[src/rtl/apb_req_queue_pkg.sv]
// Shared types and constants for the APB request queue: FSM states, the queued
// request record and the error-counter ceiling.
package apb_q_pkg;

    localparam int unsigned Q_ADDR_W = 32;
    localparam int unsigned Q_DATA_W = 32;
    localparam int unsigned Q_STRB_W = Q_DATA_W / 8;

    localparam logic [7:0] ERR_CNT_MAX = 8'hFF;

    typedef enum logic [1:0] {
        IDLE  = 2'd0,
        ISSUE = 2'd1,
        GAP   = 2'd2
    } q_state_e;

    typedef struct packed {
        logic                write;
        logic [Q_ADDR_W-1:0] addr;
        logic [Q_DATA_W-1:0] wdata;
        logic [Q_STRB_W-1:0] strb;
        logic [2:0]          prot;
    } q_entry_t;

    // Saturating 8-bit increment used by the slave-error counter.
    function automatic logic [7:0] sat_inc8(input logic [7:0] v);
        return (v == ERR_CNT_MAX) ? v : v + 8'd1;
    endfunction

endpackage

[src/rtl/apb_req_queue_if.sv]
// Host command, APB master stimulus, bus observation and response signals of
// the request queue, bundled with one modport per side.
interface apb_req_queue_if #(
    parameter int unsigned DEPTH  = 4,
    parameter int unsigned ADDR_W = 32,
    parameter int unsigned DATA_W = 32
);
    localparam int unsigned STRB_W = DATA_W / 8;
    localparam int unsigned CNT_W  = $clog2(DEPTH + 1);

    logic              cmd_valid;
    logic              cmd_ready;
    logic              cmd_write;
    logic [ADDR_W-1:0] cmd_addr;
    logic [DATA_W-1:0] cmd_wdata;
    logic [STRB_W-1:0] cmd_strb;
    logic [2:0]        cmd_prot;

    logic              transfer;
    logic              SWRITE;
    logic [ADDR_W-1:0] SADDR;
    logic [DATA_W-1:0] SWDATA;
    logic [STRB_W-1:0] SSTRB;
    logic [2:0]        SPROT;

    logic              PSEL;
    logic              PENABLE;
    logic              PREADY;
    logic              PSLVERR;
    logic [DATA_W-1:0] PRDATA;

    logic              rsp_valid;
    logic              rsp_write;
    logic [DATA_W-1:0] rsp_rdata;
    logic              rsp_err;
    logic [CNT_W-1:0]  count;
    logic [7:0]        err_cnt;

    // The queue itself.
    modport slave (
        input  cmd_valid, cmd_write, cmd_addr, cmd_wdata, cmd_strb, cmd_prot,
        input  PSEL, PENABLE, PREADY, PSLVERR, PRDATA,
        output cmd_ready, transfer, SWRITE, SADDR, SWDATA, SSTRB, SPROT,
        output rsp_valid, rsp_write, rsp_rdata, rsp_err, count, err_cnt
    );

    // Host plus bus side driving the queue.
    modport master (
        output cmd_valid, cmd_write, cmd_addr, cmd_wdata, cmd_strb, cmd_prot,
        output PSEL, PENABLE, PREADY, PSLVERR, PRDATA,
        input  cmd_ready, transfer, SWRITE, SADDR, SWDATA, SSTRB, SPROT,
        input  rsp_valid, rsp_write, rsp_rdata, rsp_err, count, err_cnt
    );

endinterface

[src/rtl/apb_sync_fifo.sv]
// Synchronous FIFO with registered occupancy, full and empty flags and a
// fall-through head output.
module apb_sync_fifo #(
    parameter int unsigned DEPTH = 4,
    parameter type         entry_t = logic [7:0],
    localparam int unsigned PTR_W = $clog2(DEPTH),
    localparam int unsigned CNT_W = $clog2(DEPTH + 1)
) (
    input  logic             clk,
    input  logic             rst_n,
    input  logic             push,
    input  entry_t           wr_data,
    input  logic             pop,
    output entry_t           head,
    output logic [CNT_W-1:0] count,
    output logic             full,
    output logic             empty
);

    entry_t           mem [DEPTH];
    logic [PTR_W-1:0] wr_ptr;
    logic [PTR_W-1:0] rd_ptr;
    logic             wr_en;
    logic             rd_en;
    logic [CNT_W-1:0] count_nxt;

    // A full queue refuses pushes even when the head is leaving this cycle.
    assign wr_en     = push & ~full;
    assign rd_en     = pop & ~empty;
    assign count_nxt = count + CNT_W'(wr_en) - CNT_W'(rd_en);
    assign head      = mem[rd_ptr];

    always_ff @(posedge clk) begin
        if (!rst_n) begin
            wr_ptr <= '0;
            rd_ptr <= '0;
            count  <= '0;
            full   <= 1'b0;
            empty  <= 1'b1;
        end else begin
            if (wr_en) wr_ptr <= wr_ptr + PTR_W'(1);
            if (rd_en) rd_ptr <= rd_ptr + PTR_W'(1);
            count <= count_nxt;
            full  <= (count_nxt == CNT_W'(DEPTH));
            empty <= (count_nxt == '0);
        end
    end

    // Storage carries no reset; only occupied slots are ever read out.
    always_ff @(posedge clk) begin
        if (wr_en) mem[wr_ptr] <= wr_data;
    end

endmodule

[src/rtl/apb_req_queue.sv]
// Request queue in front of the APB4 master: buffers host requests, issues
// them one at a time, and collects read data and slave-error status.
import apb_q_pkg::*;

module apb_req_queue #(
    parameter int unsigned DEPTH  = 4,
    parameter int unsigned ADDR_W = Q_ADDR_W,
    parameter int unsigned DATA_W = Q_DATA_W
) (
    input logic            PCLK,
    input logic            PRESETn,
    apb_req_queue_if.slave bus
);

    localparam int unsigned STRB_W = DATA_W / 8;
    localparam int unsigned CNT_W  = $clog2(DEPTH + 1);

    q_state_e          st;
    q_entry_t          cmd_entry;
    q_entry_t          head;
    q_entry_t          load_entry;
    q_entry_t          s_q;
    logic              full;
    logic              empty;
    logic [CNT_W-1:0]  count;
    logic              push;
    logic              pop;
    logic              done;
    logic              issue_nxt;

    logic              transfer_q;
    logic              rsp_valid_q;
    logic              rsp_write_q;
    logic [DATA_W-1:0] rsp_rdata_q;
    logic              rsp_err_q;
    logic [7:0]        err_cnt_q;

    assign cmd_entry = '{
        write: bus.cmd_write,
        addr:  Q_ADDR_W'(bus.cmd_addr),
        wdata: Q_DATA_W'(bus.cmd_wdata),
        strb:  Q_STRB_W'(bus.cmd_strb),
        prot:  bus.cmd_prot
    };

    assign push = bus.cmd_valid & ~full;
    assign done = bus.PSEL & bus.PENABLE & bus.PREADY;
    assign pop  = (st == ISSUE) & done;

    // Outside ISSUE nothing pops, so the queue is non-empty next cycle iff it is
    // non-empty now or a push lands; an empty queue issues the incoming request.
    assign issue_nxt  = push | ~empty;
    assign load_entry = empty ? cmd_entry : head;

    apb_sync_fifo #(
        .DEPTH   (DEPTH),
        .entry_t (q_entry_t)
    ) u_fifo (
        .clk     (PCLK),
        .rst_n   (PRESETn),
        .push    (push),
        .wr_data (cmd_entry),
        .pop     (pop),
        .head    (head),
        .count   (count),
        .full    (full),
        .empty   (empty)
    );

    // Issue FSM with registered master stimulus and response capture.
    always_ff @(posedge PCLK) begin
        if (!PRESETn) begin
            st          <= IDLE;
            transfer_q  <= 1'b0;
            s_q         <= '0;
            rsp_valid_q <= 1'b0;
            rsp_write_q <= 1'b0;
            rsp_rdata_q <= '0;
            rsp_err_q   <= 1'b0;
            err_cnt_q   <= '0;
        end else begin
            rsp_valid_q <= 1'b0;

            case (st)
                IDLE: begin
                    if (issue_nxt) begin
                        st         <= ISSUE;
                        transfer_q <= 1'b1;
                        s_q        <= load_entry;
                    end
                end
                ISSUE: begin
                    if (done) begin
                        st         <= GAP;
                        transfer_q <= 1'b0;
                    end
                end
                GAP: begin
                    if (issue_nxt) begin
                        st         <= ISSUE;
                        transfer_q <= 1'b1;
                        s_q        <= load_entry;
                    end else begin
                        st         <= IDLE;
                        transfer_q <= 1'b0;
                    end
                end
                default: begin
                    st         <= IDLE;
                    transfer_q <= 1'b0;
                end
            endcase

            if (pop) begin
                rsp_valid_q <= 1'b1;
                rsp_write_q <= s_q.write;
                rsp_err_q   <= bus.PSLVERR;
                rsp_rdata_q <= s_q.write ? '0 : bus.PRDATA;
                if (bus.PSLVERR) err_cnt_q <= sat_inc8(err_cnt_q);
            end
        end
    end

    assign bus.cmd_ready = ~full;
    assign bus.count     = count;
    assign bus.transfer  = transfer_q;
    assign bus.SWRITE    = s_q.write;
    assign bus.SADDR     = ADDR_W'(s_q.addr);
    assign bus.SWDATA    = DATA_W'(s_q.wdata);
    assign bus.SSTRB     = STRB_W'(s_q.strb);
    assign bus.SPROT     = s_q.prot;
    assign bus.rsp_valid = rsp_valid_q;
    assign bus.rsp_write = rsp_write_q;
    assign bus.rsp_rdata = rsp_rdata_q;
    assign bus.rsp_err   = rsp_err_q;
    assign bus.err_cnt   = err_cnt_q;

endmodule

[src/flat_wrapper.sv]
// flat-port wrapper written by rule: the top's interface ports become plain ports
module apb_req_queue_flat 
#(
    parameter int unsigned DEPTH  = 4,
    parameter int unsigned ADDR_W = Q_ADDR_W,
    parameter int unsigned DATA_W = Q_DATA_W
)
  (PCLK, PRESETn, bus_cmd_valid, bus_cmd_write, bus_cmd_addr, bus_cmd_wdata, bus_cmd_strb, bus_cmd_prot, bus_PSEL, bus_PENABLE, bus_PREADY, bus_PSLVERR, bus_PRDATA, bus_cmd_ready, bus_transfer, bus_SWRITE, bus_SADDR, bus_SWDATA, bus_SSTRB, bus_SPROT, bus_rsp_valid, bus_rsp_write, bus_rsp_rdata, bus_rsp_err, bus_count, bus_err_cnt);
  apb_req_queue_if #(.DEPTH(DEPTH), .ADDR_W(ADDR_W), .DATA_W(DATA_W)) bus_i ();
  input logic PCLK;
  input logic PRESETn;
  input wire logic [$bits(bus_i.cmd_valid)-1:0] bus_cmd_valid;
  input wire logic [$bits(bus_i.cmd_write)-1:0] bus_cmd_write;
  input wire logic [$bits(bus_i.cmd_addr)-1:0] bus_cmd_addr;
  input wire logic [$bits(bus_i.cmd_wdata)-1:0] bus_cmd_wdata;
  input wire logic [$bits(bus_i.cmd_strb)-1:0] bus_cmd_strb;
  input wire logic [$bits(bus_i.cmd_prot)-1:0] bus_cmd_prot;
  input wire logic [$bits(bus_i.PSEL)-1:0] bus_PSEL;
  input wire logic [$bits(bus_i.PENABLE)-1:0] bus_PENABLE;
  input wire logic [$bits(bus_i.PREADY)-1:0] bus_PREADY;
  input wire logic [$bits(bus_i.PSLVERR)-1:0] bus_PSLVERR;
  input wire logic [$bits(bus_i.PRDATA)-1:0] bus_PRDATA;
  output wire logic [$bits(bus_i.cmd_ready)-1:0] bus_cmd_ready;
  output wire logic [$bits(bus_i.transfer)-1:0] bus_transfer;
  output wire logic [$bits(bus_i.SWRITE)-1:0] bus_SWRITE;
  output wire logic [$bits(bus_i.SADDR)-1:0] bus_SADDR;
  output wire logic [$bits(bus_i.SWDATA)-1:0] bus_SWDATA;
  output wire logic [$bits(bus_i.SSTRB)-1:0] bus_SSTRB;
  output wire logic [$bits(bus_i.SPROT)-1:0] bus_SPROT;
  output wire logic [$bits(bus_i.rsp_valid)-1:0] bus_rsp_valid;
  output wire logic [$bits(bus_i.rsp_write)-1:0] bus_rsp_write;
  output wire logic [$bits(bus_i.rsp_rdata)-1:0] bus_rsp_rdata;
  output wire logic [$bits(bus_i.rsp_err)-1:0] bus_rsp_err;
  output wire logic [$bits(bus_i.count)-1:0] bus_count;
  output wire logic [$bits(bus_i.err_cnt)-1:0] bus_err_cnt;
  assign bus_i.cmd_valid = bus_cmd_valid;
  assign bus_i.cmd_write = bus_cmd_write;
  assign bus_i.cmd_addr = bus_cmd_addr;
  assign bus_i.cmd_wdata = bus_cmd_wdata;
  assign bus_i.cmd_strb = bus_cmd_strb;
  assign bus_i.cmd_prot = bus_cmd_prot;
  assign bus_i.PSEL = bus_PSEL;
  assign bus_i.PENABLE = bus_PENABLE;
  assign bus_i.PREADY = bus_PREADY;
  assign bus_i.PSLVERR = bus_PSLVERR;
  assign bus_i.PRDATA = bus_PRDATA;
  assign bus_cmd_ready = bus_i.cmd_ready;
  assign bus_transfer = bus_i.transfer;
  assign bus_SWRITE = bus_i.SWRITE;
  assign bus_SADDR = bus_i.SADDR;
  assign bus_SWDATA = bus_i.SWDATA;
  assign bus_SSTRB = bus_i.SSTRB;
  assign bus_SPROT = bus_i.SPROT;
  assign bus_rsp_valid = bus_i.rsp_valid;
  assign bus_rsp_write = bus_i.rsp_write;
  assign bus_rsp_rdata = bus_i.rsp_rdata;
  assign bus_rsp_err = bus_i.rsp_err;
  assign bus_count = bus_i.count;
  assign bus_err_cnt = bus_i.err_cnt;
  apb_req_queue #(.DEPTH(DEPTH), .ADDR_W(ADDR_W), .DATA_W(DATA_W)) u_core (.PCLK(PCLK), .PRESETn(PRESETn), .bus(bus_i));
endmodule
[config.mk]
export PLATFORM = sky130hd
export DESIGN_NAME = apb_req_queue_flat
export DESIGN_NICKNAME = d
export VERILOG_FILES = /design/src/rtl/apb_req_queue_pkg.sv /design/src/rtl/apb_req_queue_if.sv /design/src/rtl/apb_sync_fifo.sv /design/src/rtl/apb_req_queue.sv /design/src/flat_wrapper.sv
export SDC_FILE = /design/constraint.sdc
export NUM_CORES = 1
export LEC_CHECK = 0
export CORE_MARGIN = 4
export CORE_UTILIZATION = 56
export CTS_BUF_LIST = sky130_fd_sc_hd__clkbuf_2 sky130_fd_sc_hd__clkbuf_4 sky130_fd_sc_hd__clkbuf_8
export CTS_CLUSTER_SIZE = 24
export DETAILED_ROUTE_END_ITERATION = 10
export HOLD_SLACK_MARGIN = 0.08
export PLACE_DENSITY = 0.82
export SYNTH_ARGS = -nofsm -noshare
export SYNTH_HDL_FRONTEND = slang
export SYNTH_HIERARCHICAL = 1
export SYNTH_SLANG_ARGS = --single-unit
[constraint.sdc]
create_clock -name PCLK -period 3.9 [get_ports PCLK]
set_input_delay 0.78 -clock PCLK [delete_from_list [all_inputs] [get_ports PCLK]]
set_output_delay 0.78 -clock PCLK [all_outputs]
set_load 0.005 [all_outputs]
==> impl_metrics.ini <==
[outcome]
status = complete, no violations

[synth]
synth_edf_count = 288
syn-cell-area_um2 = 15940
synth_fp_nets = 1079
yosysUniqueCellTypes = 40
yosys_warnings = 6
synthTopCellsByArea = edfxtp_1 54%, dfxtp_1 16%, mux4_2 9.9%, mux2i_1 4.6%, a211oi_1 3.4%
yosysTopAreaCell = edfxtp_1
synth_top_area_share_pct = 54.24
syn_area_per_cell_um2 = 16.61
synthTopCellsByCount = 288 x edfxtp_1, 129 x dfxtp_1, 77 x nor2_1
synthFlopType = edfxtp_1
yosysMostFrequentCell = edfxtp_1
netlist_instances = 960
ys_seq_area_share_pct = 70.44
synthArstFlopShare_pct = 0
ys_ff_latch = 417

[die]
start_util_pct = 57.08
die_w_um = 176.7
die_height_um = 176.7
die-area_um2 = 31240
core_area_um2 = 27930
io_pins = 231
rows = 61

[drt]
wire_per_inst_um = 20.48
avgViaCountPerCell = 5.634
wirelength_mm = 33.76
dr.pass1.iters = 5
vias = 9290
drc = 0
ant_nets = 0
first_iter_violations = 631

[placement]
place_congestion = 0.7701
port-buffer-count = 230
pre_cts_ws_ns = 0.6665
dp_hpwl_mm = 20.88
dp_cells = 1527

[global_routing]
grtUsageTotal_pct = 21.59
grt_start_max_net_pins = 73
grt_overflow_total = 0
grt_pass1_vias = 9684
grt_pass1_wl_mm = 53.11
antenna_found_initial = 3

[timing]
rsz0062_at_grt = false
setup_slack_ns = 1.192
fin_crit_sh_pct = 69.43
period_needed_ns = 2.708
slew-limit-headroom_pct = 44.21
fmax_mhz = 369.3
final.setup_skew_ns = 0.01896
hold_viol_final = 0
slew_violations = 0
setup_viol = 0
fin_setup_tns_ns = 0
whs_ns = 0.4494
tightestPinTransition_ns = 0.8369

[hold_path]
min_from = u_core/bus.rsp_rdata[9]
hold_path_class = reg -> reg
holdPathStages = 2

[final_layout]
nNetsFinal = 1336
drive_gt1_share_pct = 17.48
areaGrowthSynthToFinish_pct = 25.49
fin_cells = 1649

[clocking]
cts_num_sinks = 417
clockBufferDepth = 3
postCtsHoldBufs = 0
clk_pin_slew_ns = 0.06
cts_setup_buffers = 0
cts_resized = 0
cts_tree = yes
cts_made_buffers = 66
clk_latency_ns = 0.57
cts_root_buffer = clkbuf_8
htreeDepth = 3

[job]
maxCapViolCount = 0

[critical_path]
worstSetupPathDepth = 12
cp-start-kind = input pin
crit_start = bus_PREADY
cp_cell_sequence = clkdlybuf4s50_1 > and3_1 > nand2_2 > clkinv_1 > nor2b_1 > ha_1 > inv_1 > ha_1 > inv_1 > fa_1 > xnor2_1 > o21ai_0
cp.arrival_ns = 3.13
critPathRequiredTime_ns = 4.32
path_buf_inv = 4
critical-path-top-delay-family = adder cells
cp-end-kind = register
slowest_stage = clkdlybuf4s50_1
worstReg2RegStart = u_core/u_fifo/full
crit_type = in -> reg
cp_max_fo = 3
crit_path_max_incr_delay_ns = 0.47
rr_worst_depth = 12

[power]
p_int_mw = 9.285
p_sw_mw = 3.426
power_frac_seq_pct = 47.6
leakage_nw = 6.870
pwr-share-comb_pct = 23.1
clockPowerShare_pct = 29.4
sw_frac_of_total_pct = 26.95
pwr_density_cell_nw_per_um2 = 635.3
ir_worst_vdd_v = 0.0004752
[registers in the layout, indices dropped and copies added (netlist names), 2 cells and up, named ones only]
register              cells
u_core/bus.SPROT          3
u_core/bus.SADDR         32
u_core/bus.SWDATA        32
u_core/u_fifo/mem       288
u_core/u_fifo/wr_ptr      2
u_core/st                 2
u_core/bus.rsp_rdata     32
u_core/bus.SSTRB          4
u_core/u_fifo/rd_ptr      2
u_core/bus.err_cnt        8
u_core/u_fifo/count       3
[worst paths after layout]
| path | endpoint | slack (ns) |
|---|---|---|
| setup / recovery | u_core/u_fifo/empty | 1.19 |
| hold / removal | u_core/bus.rsp_rdata[9] | 0.45 |
| setup reg to reg | u_core/u_fifo/empty | 1.50 |
| hold reg to reg | u_core/bus.rsp_rdata[9] | 0.45 |
[per-stage QoR]
| step | total power, mW | cell area (um^2) | utilization (%) |
|---|---|---|---|
| global placement | 8.987 | 18630 | 66.69 |
| detailed placement | 9.083 | 18630 | 66.69 |
| CTS | 12.85 | 20010 | 71.62 |
| finish | 12.71 | 20010 | 71.63 |
| global route | 13.37 | 20010 | 71.62 |
| floorplan | 7.691 | 15940 | - |
[routing by layer]
layer  wire length, um  track usage, %  share of wire (%)
met5                33               0              0.098
met4               537           5.835                1.6
met3              2851           5.982                8.4
met2             16240           34.89                 48
met1             14100           29.36                 42
[kinds of logic (layout without fill, tap and decap cells)]
logic type                 count (synthesis)  after routing  synth area share, %
adders and majority gates                  8              8               0.6749
xor gates and xnor gates                   5              5               0.2746
and+or+nand+nor                          184            184                5.752
DFF                                      417            417                70.44
muxes                                    145            145                14.80
AOI/OAI and AO/OA                        126            126                5.234
other                                      0              1                    0
buffers and inverters                     75            385                2.825
[layout by cell type, fill, tap and decap left out, types with 5 or more instances in the layout]
cell type | synthesis | routed
inv_1 | 9 | 9
clkbuf_4 | 0 | 32
clkbuf_8 | 0 | 77
dfxtp_1 | 129 | 126
nand3b_1 | 33 | 33
buf_4 | 0 | 14
mux4_2 | 70 | 70
a211oi_1 | 72 | 72
nor2_1 | 77 | 77
a21oi_1 | 43 | 42
nand2_1 | 39 | 39
mux2i_1 | 73 | 73
or4_1 | 5 | 5
and2_1 | 11 | 7
edfxtp_1 | 288 | 288
clkdlybuf4s50_1 | 0 | 230
ha_1 | 7 | 7
buf_12 | 7 | 9
clkinv_1 | 1 | 5
[layout make-up]
cell class,instances,area (um^2)
Sequential cell,417,11240
Timing Repair Buffer,253,2587
Clock buffer,109,1300
Clock inverter,12,75.07
Multi-Input combinational cell,468,4284
Tap cell,378,473.0
Inverter,11,43.79
Antenna cell,1,2.502
Fill cell,1783,7926
[worst register-to-register path, cell delays in order (launching register included)]
cell	delay, ns
dfxtp_1	0.34
nand2b_1	0.20
inv_1	0.08
nor2b_1	0.14
buf_4	0.17
inv_1	0.05
ha_1	0.28
inv_1	0.06
ha_1	0.13
inv_1	0.05
fa_1	0.40
xnor2_1	0.22
o21ai_0	0.13
[power by group through the flow]
| stage | registers, mW | logic (mW) | clock network [mW] |
|---|---|---|---|
| floorplan | 6.04 | 1.65 | 0 |
| global placement | 6.11 | 2.88 | 0 |
| detailed placement | 6.14 | 2.94 | 0 |
| CTS | 6.06 | 2.97 | 3.82 |
| global route | 6.13 | 3.17 | 4.07 |
| finish | 6.05 | 2.93 | 3.73 |
Power figures use the tool's default switching activity.
